File: src/rtl/board_io_pkg.sv
// Shared mode encodings and sizing helper for the board I/O front end.
package board_io_pkg;

  localparam int unsigned MODE_W = 2;

  localparam logic [MODE_W-1:0] MODE_RUN_SLOW = 2'b00;
  localparam logic [MODE_W-1:0] MODE_RUN_FAST = 2'b01;
  localparam logic [MODE_W-1:0] MODE_STEP     = 2'b10;
  localparam logic [MODE_W-1:0] MODE_HALT     = 2'b11;

  // Bits needed to count 0..n-1, never less than one.
  function automatic int unsigned cnt_width(input int unsigned n);
    return (n < 2) ? 1 : $clog2(n);
  endfunction

endpackage

File: src/rtl/board_io_ctrl_btn_debounce.sv
// One button channel: polarity fix, 2-flop sync, stability counter, level and rise pulse.
module btn_debounce
  import board_io_pkg::*;
#(
  parameter int unsigned DEBOUNCE_CYC = 270_000,
  parameter bit          ACTIVE_LOW   = 1'b1
) (
  input  logic clk,
  input  logic rst_n,
  input  logic i_pad,
  output logic o_level,
  output logic o_rise
);

  localparam int unsigned     CW       = cnt_width(DEBOUNCE_CYC);
  localparam logic [CW-1:0]   CNT_LAST = CW'(DEBOUNCE_CYC - 1);

  logic          pressed;
  logic [1:0]    sync_q, sync_d;
  logic [CW-1:0] cnt_q, cnt_d;
  logic          level_q, level_d;
  logic          rise_q, rise_d;

  assign pressed = ACTIVE_LOW ? ~i_pad : i_pad;

  always_comb begin
    sync_d  = {sync_q[0], pressed};
    cnt_d   = cnt_q;
    level_d = level_q;
    rise_d  = 1'b0;
    if (sync_q[1] == level_q) begin
      cnt_d = '0;
    end else if (cnt_q == CNT_LAST) begin
      level_d = ~level_q;
      rise_d  = ~level_q;
      cnt_d   = '0;
    end else begin
      cnt_d = cnt_q + 1'b1;
    end
  end

  always_ff @(posedge clk or negedge rst_n) begin
    if (!rst_n) begin
      sync_q  <= '0;
      cnt_q   <= '0;
      level_q <= 1'b0;
      rise_q  <= 1'b0;
    end else begin
      sync_q  <= sync_d;
      cnt_q   <= cnt_d;
      level_q <= level_d;
      rise_q  <= rise_d;
    end
  end

  assign o_level = level_q;
  assign o_rise  = rise_q;

endmodule

File: src/rtl/board_io_ctrl.sv
// Board front end: clock-enable generator with run modes, debounced buttons,
// stretched core reset and registered LED pads, all on one clock.
module board_io_ctrl
  import board_io_pkg::*;
#(
  parameter int unsigned TICK_DIV       = 2_700_000,
  parameter int unsigned N_BTN          = 2,
  parameter int unsigned DEBOUNCE_CYC   = 270_000,
  parameter int unsigned STEP_BTN       = 0,
  parameter int unsigned RST_HOLD       = 16,
  parameter int unsigned N_LED          = 6,
  parameter bit          BTN_ACTIVE_LOW = 1'b1,
  parameter bit          LED_ACTIVE_LOW = 1'b1
) (
  input  logic              i_clk,
  input  logic              i_rst,
  input  logic [MODE_W-1:0] i_mode,
  input  logic [N_BTN-1:0]  i_btn,
  input  logic [N_LED-1:0]  i_led,
  output logic              o_ce,
  output logic              o_core_rst,
  output logic [N_BTN-1:0]  o_btn_level,
  output logic [N_BTN-1:0]  o_btn_rise,
  output logic [N_LED-1:0]  o_led
);

  localparam int unsigned    TW        = cnt_width(TICK_DIV);
  localparam logic [TW-1:0]  TICK_LAST = TW'(TICK_DIV - 1);
  localparam int unsigned    HW        = cnt_width(RST_HOLD);
  localparam logic [HW-1:0]  HOLD_LAST = HW'(RST_HOLD - 1);
  localparam logic [N_LED-1:0] LED_OFF = LED_ACTIVE_LOW ? {N_LED{1'b1}} : {N_LED{1'b0}};

  logic [1:0]        rst_sync_q, rst_sync_d;
  logic [HW-1:0]     hold_cnt_q, hold_cnt_d;
  logic              core_rst_q, core_rst_d;
  logic [MODE_W-1:0] mode_s0_q, mode_s0_d;
  logic [MODE_W-1:0] mode_s1_q, mode_s1_d;
  logic [MODE_W-1:0] mode_prev_q, mode_prev_d;
  logic              mode_changed;
  logic [TW-1:0]     tick_cnt_q, tick_cnt_d;
  logic              ce_q, ce_d;
  logic [N_LED-1:0]  led_q, led_d;

  // Core reset stays high until the synced release has been seen for RST_HOLD cycles.
  always_comb begin
    rst_sync_d = {rst_sync_q[0], 1'b1};
    hold_cnt_d = hold_cnt_q;
    core_rst_d = core_rst_q;
    if (rst_sync_q[1] && core_rst_q) begin
      if (hold_cnt_q == HOLD_LAST) begin
        core_rst_d = 1'b0;
      end else begin
        hold_cnt_d = hold_cnt_q + 1'b1;
      end
    end
  end

  assign mode_changed = (mode_s1_q != mode_prev_q);

  always_comb begin
    mode_s0_d   = i_mode;
    mode_s1_d   = mode_s0_q;
    mode_prev_d = mode_s1_q;
    tick_cnt_d  = '0;
    ce_d        = 1'b0;
    // A mode change suppresses o_ce and restarts the divider in the same cycle.
    if (!core_rst_q && !mode_changed) begin
      case (mode_s1_q)
        MODE_RUN_SLOW: begin
          ce_d       = (tick_cnt_q == TICK_LAST);
          tick_cnt_d = (tick_cnt_q == TICK_LAST) ? '0 : tick_cnt_q + 1'b1;
        end
        MODE_RUN_FAST: ce_d = 1'b1;
        MODE_STEP:     ce_d = o_btn_rise[STEP_BTN];
        default:       ce_d = 1'b0;
      endcase
    end
  end

  always_comb begin
    if (core_rst_q) begin
      led_d = LED_OFF;
    end else begin
      led_d = LED_ACTIVE_LOW ? ~i_led : i_led;
    end
  end

  always_ff @(posedge i_clk or negedge i_rst) begin
    if (!i_rst) begin
      rst_sync_q  <= '0;
      hold_cnt_q  <= '0;
      core_rst_q  <= 1'b1;
      mode_s0_q   <= '0;
      mode_s1_q   <= '0;
      mode_prev_q <= '0;
      tick_cnt_q  <= '0;
      ce_q        <= 1'b0;
      led_q       <= LED_OFF;
    end else begin
      rst_sync_q  <= rst_sync_d;
      hold_cnt_q  <= hold_cnt_d;
      core_rst_q  <= core_rst_d;
      mode_s0_q   <= mode_s0_d;
      mode_s1_q   <= mode_s1_d;
      mode_prev_q <= mode_prev_d;
      tick_cnt_q  <= tick_cnt_d;
      ce_q        <= ce_d;
      led_q       <= led_d;
    end
  end

  for (genvar g = 0; g < N_BTN; g++) begin : g_btn
    btn_debounce #(
      .DEBOUNCE_CYC (DEBOUNCE_CYC),
      .ACTIVE_LOW   (BTN_ACTIVE_LOW)
    ) u_db (
      .clk     (i_clk),
      .rst_n   (i_rst),
      .i_pad   (i_btn[g]),
      .o_level (o_btn_level[g]),
      .o_rise  (o_btn_rise[g])
    );
  end

  assign o_ce       = ce_q;
  assign o_core_rst = core_rst_q;
  assign o_led      = led_q;

endmodule

File: config.mk
export PLATFORM = sky130hd
export DESIGN_NAME = board_io_ctrl
export DESIGN_NICKNAME = d
export VERILOG_FILES = /design/src/rtl/board_io_pkg.sv /design/src/rtl/board_io_ctrl_btn_debounce.sv /design/src/rtl/board_io_ctrl.sv
export SDC_FILE = /design/constraint.sdc
export NUM_CORES = 1
export LEC_CHECK = 0
export ABC_AREA = 1
export BUFFER_PORTS_ARGS = -buffer_cell sky130_fd_sc_hd__clkbuf_2
export CORE_ASPECT_RATIO = 0.6
export CORE_MARGIN = 3
export CORE_UTILIZATION = 35
export CTS_CLUSTER_DIAMETER = 40
export DETAILED_ROUTE_END_ITERATION = 8
export GPL_TIMING_DRIVEN = 0
export PLACE_DENSITY = 0.52
export SYNTH_ARGS = -nofsm -noshare
export SYNTH_HDL_FRONTEND = slang
export SYNTH_HIERARCHICAL = 1
export SYNTH_SLANG_ARGS = --single-unit
File: constraint.sdc
create_clock -name i_clk -period 4.2 [get_ports i_clk]
set_input_delay 0.63 -clock i_clk [delete_from_list [all_inputs] [get_ports i_clk]]
set_output_delay 0.63 -clock i_clk [all_outputs]
set_load 0.02 [all_outputs]
==> results of run 1 <==
[report_power, final]
group	total (mW)	internal (mW)	switching [mW]
clock network	0.863	0.483	0.380
registers	0.871	0.863	0.00794
logic	0.0727	0.0224	0.0503
[cells in the mapped netlist, types with 3 or more instances]
cell type	n
a21oi_1	9
dfrtp_1	81
dfstp_2	7
ha_1	5
inv_1	57
inv_2	5
nand2_1	121
nand2_2	11
nand3_1	34
nand3_2	3
nor2_1	97
nor2_2	34
nor2_4	10
nor3_1	6
o21ai_0	4
xnor2_1	12
xor2_1	20
[area by class of cell]
cell class              instances  area, µm²
inverters                      64      255.2
clock buffers                   9      225.2
repair buffers                 24      145.1
fillers                      1210       7099
multi-input cells             379       1968
plain buffers                   1      15.01
flip-flops and latches         88       2211
clock inverters                 7      92.59
well taps                     165      206.4
[kinds of logic after synthesis]
group           Yosys count
fa+ha+maj                 5
flops                    88
compound gates           16
xor+xnor                 34
simple gates            323
buf+inv                  65
other cells               1
[worst max-delay path by stage]
stage | to | slack, ns
floorplan | tick_cnt_q[16]$_DFF_PN0_ | 2.80
global placement | hold_cnt_q[1]$_DFFE_PN0P_ | 1.38
detailed placement | tick_cnt_q[8]$_DFF_PN0_ | 2.53
CTS | o_core_rst | 2.48
global route | tick_cnt_q[1]$_DFF_PN0_ | 2.35
finish | o_core_rst | 2.50
[routing by layer]
metal / up-vias / track usage
li1: 1696 / -
met1: 1502 / 0.2339
met2: 63 / 0.1677
met3: 6 / 0.03923
met4: 0 / 0.03363
met5: - / 0
[flip-flops by register name (all words and copies together) (netlist names)]
name / flops
g_btn.u_db/cnt_q: 38
rst_sync_q: 2
tick_cnt_q: 22
o_led: 6
mode_prev_d: 2
g_btn.u_db/sync_q: 4
mode_s0_q: 2
g_btn.u_db/o_level: 2
o_core_rst: 1
o_ce: 1
hold_cnt_q: 4
mode_prev_q: 2
g_btn.u_db/o_rise: 2
==> metrics.csv, run 1 <==
stage,metric,value,unit
floorplanning,Core Region,0.01222,mm²
setup_path,Setup CP Type,reg -> out,
clock_tree,post_cts resized,0,
logic_synthesis,Yosys cell types,28,
detailed_routing,First DRT Iteration DRCs,248,
cells_and_area,layout cells sized above 1,0.2045,
grt,largest net degree at the start of global routing,53,
clock_tree,clock latency on the worst-skew pair,0.34,ns
cells_and_area,nets,584,
clock_tree,Root Buffer,clkbuf_16,
clock_tree,Clock transition at path regs,0.07,ns
sta,Max Clock Skew,0.009800,ns
sta,setup slack after layout,2.498,ns
clock_tree,Post-CTS Hold Fix Bufs,0,
power_and_ir_drop,Power Density,353.0,mW/mm²
outcome,status,finished clean,
logic_synthesis,compound-gate portion of the synthesized area,0.01856,
place,pre-CTS setup slack,2.534,ns
sta,setup_tns,0,ns
setup_path,CP endpoint kind,output port,
detailed_routing,number of vias per cell,4.433,
cells_and_area,antenna diode count,0,
floorplanning,IO Count,24,
floorplanning,Die Y,93.34,µm
floorplanning,Die X,151.6,µm
clock_tree,# clock sinks,88,
power_and_ir_drop,peak supply drop,201.6,µV
detailed_routing,WL final,8887,µm
clock_tree,Post-CTS Setup Repair Bufs,0,
place,placed inst area,0.004801,mm²
detailed_routing,Met2 Wirelength,3116,µm
logic_synthesis,Synth Flop Type,dfrtp_1,
setup_path,r2r setup slk,2.52,ns
logic_synthesis,Synth Area in Simple Gates,0.3386,
logic_synthesis,Yosys top cell by area,dfrtp_1,
worst_hold_path,Hold Path Class,in -> async,
detailed_routing,Remaining DRCs,0,
detailed_routing,top routing layer used,met4,
detailed_routing,total vias in the final route,3267,
logic_synthesis,Area contributors post-synth,"dfrtp_1 (46%), nand2_1 (10%), nor2_1 (8.2%), inv_1 (4.8%), nor2_2 (4.8%)",
logic_synthesis,largest family of logic cells by synthesized area,simple AND/OR/NAND/NOR gates,
sta,endpoints failing setup,0,
sta,Hold WS,0.2957,ns
flow_run,Max-Cap Viols,0,
setup_path,critical-path cell with the highest stage delay,dfstp_2,
setup_path,Startpoint Class,register,
sta,final worst path period need,1.702,ns
power_and_ir_drop,Leakage,2.194,nW
floorplanning,FP Rows,31,
sta,Tightest Pin Transition,0.5512,ns
sta,Fin. Hold Viols,0,
place,Placer Congestion,0.8359,
logic_synthesis,register bit count reported by yosys,88,
place,DP HPWL,6524,µm
sta,RSZ-0062 raised after global routing,false,
setup_path,crit-path cells,clkbuf_2,
grt,initial antenna violation count,0,
detailed_routing,TritonRoute pass-1 iters,5,
setup_path,crit path DAT,1.07,ns
clock_tree,CTS buffer count,9,
sta,Slew headroom,0.6326,
place,IO Port Bufs,23,
logic_synthesis,Synth Instances,532,
logic_synthesis,top-area cell type share of the netlist area,0.4556,
setup_path,Critical path buffers and inverters,1,
cells_and_area,fin cells,737,
cells_and_area,Synth-to-Final Area Change,15.05,%
logic_synthesis,post-synthesis adder-cell area fraction,0.01406,
cells_and_area,"Core Util, Final",0.4189,
cells_and_area,"commonest non-fill, non-tap cell in the layout",nand2_1,
setup_path,Crit path depth,1,
setup_path,Worst path top cell family by delay,flip-flops,
detailed_routing,post-route ant nets,0,
logic_synthesis,Post-synth ARST share,1.000,
floorplanning,Initial Util,0.3642,
cells_and_area,most frequent cells in the layout,"nand2_1 (121), nor2_1 (97), dfrtp_1 (81), inv_1 (57)",
setup_path,RR Endpoint,tick_cnt_q[8]$_DFF_PN0_,
sta,Max Clock Freq,0.5875,GHz
grt,first-pass GRT wire length,15290,µm
clock_tree,htree depth,3,
grt,GRT Total Usage,0.1393,
grt,GRT overflow,0,
logic_synthesis,syn_nets,549,
setup_path,crit-path max FO,3,
place,DP Cell Count,721,
cells_and_area,"final std cell area, no fill",0.005119,mm²
floorplanning,die footprint,0.01415,mm²
logic_synthesis,mean post-synth cell area,8.363,µm²
detailed_routing,met1 WL,5253,µm
logic_synthesis,mux share of post-synthesis cell area,0,
detailed_routing,mean routed wirelength per cell,12.06,µm
clock_tree,CTS tree,yes,
clock_tree,CTS Buffer Depth,2,
sta,Final Cycle Share,0.4052,
setup_path,Worst R2R Path Depth,9,
grt,vias in the first global route,3011,
logic_synthesis,post-synthesis sequential area ratio,0.4969,
setup_path,FF-to-FF Start,tick_cnt_q[0]$_DFF_PN0_,
setup_path,Worst path max stage delay,0.56,ns
setup_path,worst endpoint required time,3.57,ns
power_and_ir_drop,Tot Pwr,1.807,mW
logic_synthesis,Synth Warn #,6,
logic_synthesis,Post-synth EDFFs,0,
logic_synthesis,XOR/XNOR Fraction of Synth Area,0.07030,
setup_path,Worst Setup SP,o_core_rst$_DFFE_PN1P_,
sta,Slew Limit Fails,0,
detailed_routing,DR WL met3,428,µm
logic_synthesis,post-synth design cell area,0.004449,mm²
Note: power is estimated with default switching activity, not from simulation.
==> run 2, diff against run 1 <==
==> constraint.sdc (replaced) <==
create_clock -name i_clk -period 1.6 [get_ports i_clk]
set_input_delay 0.24 -clock i_clk [delete_from_list [all_inputs] [get_ports i_clk]]
set_output_delay 0.24 -clock i_clk [all_outputs]
set_load 0.02 [all_outputs]
==> metrics.csv, run 2 (synthesis gave the netlist of run 1 again) <==
stage,metric,value,unit,change
outcome,status,finished clean,,unchanged
setup_path,CP endpoint kind,register,,was output port
sta,Slew Limit Fails,0,,unchanged
sta,Fin. Hold Viols,0,,unchanged
cells_and_area,most frequent cells in the layout,"nand2_1 (119), nor2_1 (93), dfrtp_1 (81), inv_1 (57), nand3_1 (34)",,"was nand2_1 (121), nor2_1 (97), dfrtp_1 (81), inv_1 (57)"
power_and_ir_drop,Tot Pwr,4.780,mW,was 1.807 mW
flow_run,Max-Cap Viols,0,,unchanged
detailed_routing,number of vias per cell,4.450,,was 4.433
worst_hold_path,Hold Path Class,in -> reg,,was in -> async
clock_tree,CTS tree,yes,,unchanged
setup_path,worst endpoint required time,1.84,ns,was 3.57 ns
power_and_ir_drop,Leakage,2.292,nW,was 2.194 nW
cells_and_area,Biggest register,g_btn.u_db/cnt_q,,unchanged
floorplanning,Die Y,93.34,µm,unchanged
place,placed inst area,0.004801,mm²,unchanged
setup_path,crit-path max FO,6,,was 3
detailed_routing,Remaining DRCs,0,,unchanged
clock_tree,Clock transition at path regs,0.07,ns,about the same
floorplanning,Initial Util,0.3642,,unchanged
grt,vias in the first global route,3012,,was 3011
floorplanning,Core Region,0.01222,mm²,unchanged
floorplanning,IO Count,24,,unchanged
sta,final worst path period need,1.522,ns,
cells_and_area,"Core Util, Final",0.4383,,was 0.4189
detailed_routing,mean routed wirelength per cell,12.19,µm,was 12.06 µm
grt,GRT Total Usage,0.1397,,was 0.1393
clock_tree,CTS buffer count,9,,unchanged
clock_tree,Root Buffer,clkbuf_16,,unchanged
power_and_ir_drop,peak supply drop,535.6,µV,was 201.6 µV
clock_tree,htree depth,3,,unchanged
cells_and_area,fin cells,753,,was 737
grt,largest net degree at the start of global routing,53,,unchanged
cells_and_area,"final std cell area, no fill",0.005355,mm²,was 0.005119 mm²
floorplanning,Die X,151.6,µm,unchanged
sta,setup slack after layout,0.07788,ns,was 2.498 ns
setup_path,Setup CP Type,reg -> reg,,was reg -> out
clock_tree,CTS Buffer Depth,2,,unchanged
floorplanning,FP Rows,31,,unchanged
sta,Hold WS,0.01372,ns,was 0.2957 ns
cells_and_area,nets,600,,was 584
sta,Max Clock Skew,0.009599,ns,was 0.009800 ns
setup_path,crit path DAT,1.76,ns,was 1.07 ns
place,DP Cell Count,721,,unchanged
detailed_routing,TritonRoute pass-1 iters,4,,was 5
cells_and_area,Synth-to-Final Area Change,20.36,%,was 15.05%
setup_path,Startpoint Class,register,,unchanged
floorplanning,die footprint,0.01415,mm²,unchanged
sta,Max Clock Freq,0.6570,GHz,
worst_hold_path,hold depth,2,,
grt,initial antenna violation count,0,,unchanged
detailed_routing,WL final,9179,µm,was 8887 µm
place,pre-CTS setup slack,-0.06566,ns,was 2.534 ns
detailed_routing,First DRT Iteration DRCs,247,,was 248
power_and_ir_drop,Power Density,892.6,mW/mm²,was 353.0 mW/mm²
sta,setup_tns,0,ns,unchanged
grt,GRT overflow,0,,unchanged
cells_and_area,Largest register FFs,38,,unchanged
place,IO Port Bufs,23,,unchanged
place,DP HPWL,6524,µm,unchanged
detailed_routing,total vias in the final route,3351,,was 3267
sta,endpoints failing setup,0,,unchanged
cells_and_area,"commonest non-fill, non-tap cell in the layout",nand2_1,,unchanged
clock_tree,clock latency on the worst-skew pair,0.34,ns,about the same
sta,Tightest Pin Transition,0.5502,ns,was 0.5512 ns
grt,first-pass GRT wire length,15320,µm,was 15290 µm
cells_and_area,antenna diode count,0,,unchanged
cells_and_area,layout cells sized above 1,0.2313,,was 0.2045
clock_tree,# clock sinks,88,,unchanged
sta,Slew headroom,0.6332,,was 0.6326
setup_path,Worst R2R Path Depth,8,,was 9
detailed_routing,post-route ant nets,0,,unchanged
sta,Final Cycle Share,0.9513,,
place,Placer Congestion,0.8359,,unchanged
==> run 2: cell count changes in the layout (fill, tap and decap cells not counted), sizes merged <==
cell         delta
buf             +9
clkbuf          +1
dlygate4sd3     +4
inv             +2
==> run 2: power breakdown <==
group | internal, mW | switching, mW
combinational | 0.0829 | 0.142
sequential | 2.27 | 0.0217
clock | 1.27 | 1.00
==> run 2: critical path: stages, from the launching register on <==
cell	delay, ns
dfrtp_1	0.39
ha_2	0.20
nand2_2	0.07
nor2_4	0.22
nand3_4	0.12
nor2_4	0.15
nor2_4	0.09
inv_4	0.13
nor2_2	0.04
==> run 2: layout make-up <==
| class | instances | area (µm²) |
|---|---|---|
| well taps | 165 | 206.4 |
| clock buffers | 9 | 225.2 |
| flip-flops and latches | 88 | 2211 |
| fillers | 1199 | 6863 |
| plain buffers | 1 | 15.01 |
| repair buffers | 38 | 302.8 |
| multi-input cells | 379 | 2034 |
| clock inverters | 7 | 92.59 |
| inverters | 64 | 255.2 |
| repair inverters | 2 | 12.51 |
==> run 2: per-layer routing <==
| metal | global-route usage | part of all wire | vias up |
|---|---|---|---|
| met5 | 0 | 0 | - |
| met2 | 0.1703 | 0.36 | 68 |
| met1 | 0.2330 | 0.58 | 1549 |
| met3 | 0.03923 | 0.054 | 6 |
| met4 | 0.03363 | 0.0096 | 0 |
| li1 | - | - | 1728 |
==> run 2: final timing paths <==
path                                                   start  slack, ns                                end
max in group asynchronous                              i_rst       0.45                 o_led[2]$_DFF_PN1_
min                                                 i_led[5]       0.01                 o_led[5]$_DFF_PN1_
min in group asynchronous                              i_rst       0.45            tick_cnt_q[8]$_DFF_PN0_
min reg2reg                g_btn[1].u_db/sync_q[0]$_DFF_PN0_       0.35  g_btn[1].u_db/sync_q[1]$_DFF_PN0_
max reg2reg                 g_btn[0].u_db/cnt_q[0]$_DFF_PN0_       0.08   g_btn[0].u_db/cnt_q[3]$_DFF_PN0_
max                         g_btn[0].u_db/cnt_q[0]$_DFF_PN0_       0.08   g_btn[0].u_db/cnt_q[3]$_DFF_PN0_
==> run 2: repair_timing <==
action | 4_1_cts | 5_1_grt
setup endpoints to repair | 11 | 39
gates resized for setup | 2 | 14
hold buffers | 4 | 0
cloned | 0 | 3
endpoints found under the hold margin | 39 | 0
pin swaps | 1 | 7
buffers inserted | 1 | 8
